`src/rtl/piso_pkg.sv`:
```
// Shared types and limits for the parallel-in / serial-out serializer.
package piso_pkg;

    typedef enum logic {
        IDLE  = 1'b0,
        SHIFT = 1'b1
    } state_e;

    localparam int WIDTH_MIN = 2;
    localparam int WIDTH_MAX = 64;

endpackage

```
`src/rtl/piso_bit_counter.sv`:
```
// Bit position counter for the serializer; saturates at MAX and flags it.
module piso_bit_counter #(
    parameter int MAX = 7,
    parameter int CW  = $clog2(MAX + 1)
) (
    input  logic clk,
    input  logic rst,
    input  logic clear_i,
    input  logic enable_i,
    output logic tc_o
);

    localparam logic [CW-1:0] MaxCount = CW'(MAX);

    logic [CW-1:0] count_q, count_d;

    always_comb begin
        count_d = count_q;
        if (clear_i) begin
            count_d = '0;
        end else if (enable_i && (count_q != MaxCount)) begin
            count_d = count_q + 1'b1;
        end
    end

    always_ff @(posedge clk or posedge rst) begin
        if (rst) begin
            count_q <= '0;
        end else begin
            count_q <= count_d;
        end
    end

    assign tc_o = (count_q == MaxCount);

endmodule

```
`src/rtl/piso_serializer.sv`:
```
// Parallel-in / serial-out shifter with valid/ready load and a stallable serial side.
module piso_serializer
    import piso_pkg::*;
#(
    parameter int WIDTH     = 8,
    parameter bit MSB_FIRST = 1'b0
) (
    input  logic             clk,
    input  logic             rst,
    input  logic             load_valid,
    output logic             load_ready,
    input  logic [WIDTH-1:0] parallel_in,
    input  logic             shift_en,
    output logic             serial_out,
    output logic             serial_valid,
    output logic             last
);

    if (WIDTH < WIDTH_MIN || WIDTH > WIDTH_MAX) begin : gWidthCheck
        $error("piso_serializer: WIDTH %0d outside legal range", WIDTH);
    end

    localparam int CW = $clog2(WIDTH);

    state_e           state_q, state_d;
    logic [WIDTH-1:0] shreg_q, shreg_d;
    logic             isShift;
    logic             atLast;
    logic             accept;
    logic             wordDone;
    logic             advance;

    assign isShift  = (state_q == SHIFT);
    assign last     = isShift && atLast;
    // Ready on the final bit lets the next word follow with no idle bubble.
    assign load_ready = !isShift || (last && shift_en);
    assign accept   = load_valid && load_ready;
    assign wordDone = last && shift_en;
    assign advance  = isShift && shift_en && !atLast;

    always_comb begin
        state_d = state_q;
        shreg_d = shreg_q;
        if (accept) begin
            state_d = SHIFT;
            shreg_d = parallel_in;
        end else if (wordDone) begin
            state_d = IDLE;
            shreg_d = '0;
        end else if (advance) begin
            shreg_d = MSB_FIRST ? (shreg_q << 1) : (shreg_q >> 1);
        end
    end

    always_ff @(posedge clk or posedge rst) begin
        if (rst) begin
            state_q <= IDLE;
            shreg_q <= '0;
        end else begin
            state_q <= state_d;
            shreg_q <= shreg_d;
        end
    end

    piso_bit_counter #(
        .MAX (WIDTH - 1),
        .CW  (CW)
    ) uBitCounter (
        .clk      (clk),
        .rst      (rst),
        .clear_i  (accept || wordDone),
        .enable_i (advance),
        .tc_o     (atLast)
    );

    assign serial_valid = isShift;
    assign serial_out   = isShift ? (MSB_FIRST ? shreg_q[WIDTH-1] : shreg_q[0]) : 1'b0;

endmodule

```
`config.mk`:
```
export PLATFORM = sky130hd
export DESIGN_NAME = piso_serializer
export DESIGN_NICKNAME = d
export VERILOG_FILES = /design/src/rtl/piso_pkg.sv /design/src/rtl/piso_bit_counter.sv /design/src/rtl/piso_serializer.sv
export SDC_FILE = /design/constraint.sdc
export NUM_CORES = 1
export LEC_CHECK = 0
export BUFFER_PORTS_ARGS = -buffer_cell sky130_fd_sc_hd__buf_4
export CAP_MARGIN = 20
export CORE_UTILIZATION = 33
export CTS_CLUSTER_SIZE = 10
export DETAILED_ROUTE_END_ITERATION = 6
export HOLD_SLACK_MARGIN = 0.1
export PLACE_DENSITY = 0.6
export SYNTH_ARGS = -nofsm -noshare
export SYNTH_HDL_FRONTEND = slang
export SYNTH_SLANG_ARGS = --single-unit
```
`constraint.sdc`:
```
create_clock -name clk -period 2.52 [get_ports clk]
set_clock_uncertainty 0.2 [all_clocks]
set_input_delay 0.126 -clock clk [delete_from_list [all_inputs] [get_ports clk]]
set_output_delay 0.126 -clock clk [all_outputs]
set_load 0.05 [all_outputs]
```
==> impl_summary.txt <==
----------------------------------------------------
[GRT]
  Global-route wire length before repair ... approximately 2600 um
  Global-route usage over all layers ... between 10% and 20%
  GRT overflow ... 0
  Initial antenna violation count ... 0
  Pin count of the biggest net entering global routing ... 15
  Vias in the first global route ... around 590

[Clocking]
  Clk_lat worst skew ... 270 ps
  CTS tree ... yes
  Clock sink total ... 12
  Clock slew at reported path FFs ... 70 ps
  Number of levels in the clock H-tree ... 1
  CTS buffer count ... 3
  CTS Root Cell ... sky130_fd_sc_hd__clkbuf_4
  Deepest clock path buffer count ... 2

[Setup path]
  Worst path top cell family by delay ... buffers and inverters
  CP startpoint kind ... flop
  Slowest library cell on the worst path ... sky130_fd_sc_hd__dlygate4sd3_1
  Cells along the critical path ... ha_1 > ha_2 > a21bo_2 > nand2_1 > o211a_1 > dlygate4sd3_1
  Number of cells on the worst reg-to-reg path ... 6
  Type of the worst setup path ... reg -> reg
  Crit path required time ... roughly 2500 ps
  Count of buffer and inverter cells on the critical path ... 1
  Slowest stage delay, CP ... ~550 ps
  Biggest fanout along the worst timing path ... 12
  Capture point of the worst reg-to-reg path ... shreg_q[2]
  Arrival time reported for the critical path endpoint ... between 2000 and 2500 ps
  Nature of the critical path endpoint ... flop
  Launch point of the worst reg-to-reg path ... uBitCounter.count_q[0]
  Worst reg2reg setup slack ... 220 ps

[Synth]
  Register bit count reported by yosys ... 12
  Register area share after synthesis ... between 40% and 50%
  Number of flops mapped to enable cells by yosys ... 0
  Post-Syn Area per Cell ... roughly 11 um2
  Top flip-flop cell by instance count after synthesis ... sky130_fd_sc_hd__dfrtp_1
  Synth cell types ... 26
  Share of synthesized registers carrying an async set or reset ... 100%
  Gate count of the mapped netlist ... 62
  Synthesized cell area ... around 650 um2
  Net count of the mapped netlist ... between 70 and 80
  Synth warn ... 0

[Floorplan]
  Total I/O pin count ... 16
  Die area ... approximately 2200 um2
  Die outline width ... 46.5 um
  Overall die height ... about 46 um
  Row count ... 15
  CORE AREA ... between 1500 and 2000 um2
  Starting Density ... between 30 and 40%

[Timing]
  Final Hold Violating Endpoints ... 0
  Sum of negative setup slack ... 0 ps
  PnR worst setup slack ... about 220 ps
  Post-route fraction of the period consumed by the critical path ... roughly nine tenths
  Tightest slew margin relative to the limit ... 69.2%
  Unrepaired setup endpoints after global routing ... false
  Worst-Margin Slew ... around 460 ps
  Minimum clock period ... roughly 2300 ps
  Max-slew violation count ... 0
  Setup violations, final ... 0
  Fmax ... approximately 0.44 GHz

[Pwr]
  Total chip power ... 762 uW
  Pwr Density ... approximately 800 nW/um2
  Leak ... 0.000416 uW
  Highest ir drop seen on vdd ... about 0.38 mV

[Routing]
  First-pass iteration count of the detailed router ... 4
  Overall routed net length ... roughly 1400 um
  Violation count after the first detailed-routing iteration ... 10
  Mean number of vias per cell ... 5.00
  Routed Antenna Nets ... 0
  Mean routed wirelength per cell ... approximately 12 um
  DR vias ... ~600
  Number of remaining DRC errors ... 0

[Layout]
  Post-layout net count ... between 100 and 150
  Commonest cells after routing, fill and taps aside ... sky130_fd_sc_hd__buf_4 (15), sky130_fd_sc_hd__dlygate4sd3_1 (14), sky130_fd_sc_hd__dfrtp_1 (12)
  Area Overhead vs Synth ... 44.8%
  Most common cell after layout, fill and taps aside ... sky130_fd_sc_hd__buf_4
  Antenna diodes ... 0
  Share of layout cells above drive strength 1 ... about a third
  Utilization of the core after routing ... between 50% and 60%
  Post-route cell area ... between 900 and 1000 um2

[Min path]
  Class of the most critical hold timing path ... in -> async

[Placement]
  Port Buffers ... 15
  Minimum setup slack after placement ... about 600 ps
  HPWL after detailed placement ... 951 um
  Routability cong. ... 0.742
  Post-DP Area ... 781 um2

[Outcome]
  Result of the run ... complete, no violations

[Run]
  Max capacitance violation total ... 0

----------------------------------------------------
[logic make-up (layout without fill, tap and decap cells)]
logic type                 Yosys count  after routing  synth area share [%]
AOI/OAI and AO/OA                   21             21                  28.4
adders and majority gates            2              2                  3.83
muxes                                2              2                  3.26
and+or+nand+nor                     20             20                  14.4
buffers and inverters                5             35                  4.21
DFF                                 12             12                  46.0
[per-layer routing]
layer	global-route usage, %	share of wire [%]
met5	0	0
met4	5.29	0.83
met3	7.06	4.6
met2	27.2	49
met1	21.2	46
[cells in the mapped netlist (all sizes together) (2+ instances only)]
| cell type | count | area (um2) |
|---|---|---|
| dfrtp | 12 | 300 |
| nor2 | 9 | 33.8 |
| o21ai | 6 | 33.8 |
| o221a | 5 | 56.3 |
| nand2 | 4 | 15.0 |
| and2 | 3 | 21.3 |
| inv | 3 | 11.3 |
| a22o | 2 | 17.5 |
| buf | 2 | 16.3 |
| ha | 2 | 25.0 |
| o21a | 2 | 15.0 |
[final cells by class]
| class | count | area (um2) |
|---|---|---|
| Fill cell | 176 | 837 |
| Multi-Input combinational cell | 45 | 328 |
| Sequential cell | 12 | 300 |
| Timing Repair Buffer | 29 | 253 |
| Tap cell | 25 | 31.3 |
| Clock buffer | 3 | 22.5 |
| Inverter | 3 | 11.3 |
[through the flow]
stage / cells / hold slack [ps]
after floorplan: 62 / -209
after global placement: 100 / -33.6
after detailed placement: 100 / -29.1
after CTS: 117 / 225
after global routing: 117 / 262
final: 117 / 217
[state kept, by name, indices dropped and copies added, names as in the netlist]
register             count
shreg_q                  8
uBitCounter.count_q      3
serial_valid             1
[worst reg2reg max path, cell delays in order, from the launching register on]
cell                            delay [ps]
sky130_fd_sc_hd__dfrtp_1               360
sky130_fd_sc_hd__ha_1                  160
sky130_fd_sc_hd__ha_2                  310
sky130_fd_sc_hd__a21bo_2               210
sky130_fd_sc_hd__nand2_1               170
sky130_fd_sc_hd__o211a_1               250
sky130_fd_sc_hd__dlygate4sd3_1         550
[repair_timing]
action                                 in CTS  in global routing
endpoints found under the hold margin      22                  0
setup buffers                               0                  0
gates resized for setup                     0                  1
setup endpoints to repair                   0                  1
hold buffers                               14                  0
[worst max path at each step]
| stage | start | to | depth (start not counted) |
|---|---|---|---|
| 6_report | uBitCounter.count_q[0] | shreg_q[2] | 6 |
| 5_1_grt | uBitCounter.count_q[0] | shreg_q[2] | 6 |
| 4_1_cts | uBitCounter.count_q[0] | shreg_q[2] | 6 |
| 3_5_place_dp | uBitCounter.count_q[0] | shreg_q[6] | 5 |
| 3_3_place_gp | uBitCounter.count_q[0] | shreg_q[4] | 5 |
| 2_1_floorplan | serial_valid | shreg_q[0] | 3 |
[power by group]
group / switching, uW / total, uW / internal, uW
clock network: 59.7 / 115 / 55.3
logic: 158 / 334 / 177
registers: 49.5 / 312 / 263
(Power assumes the default switching activity.)
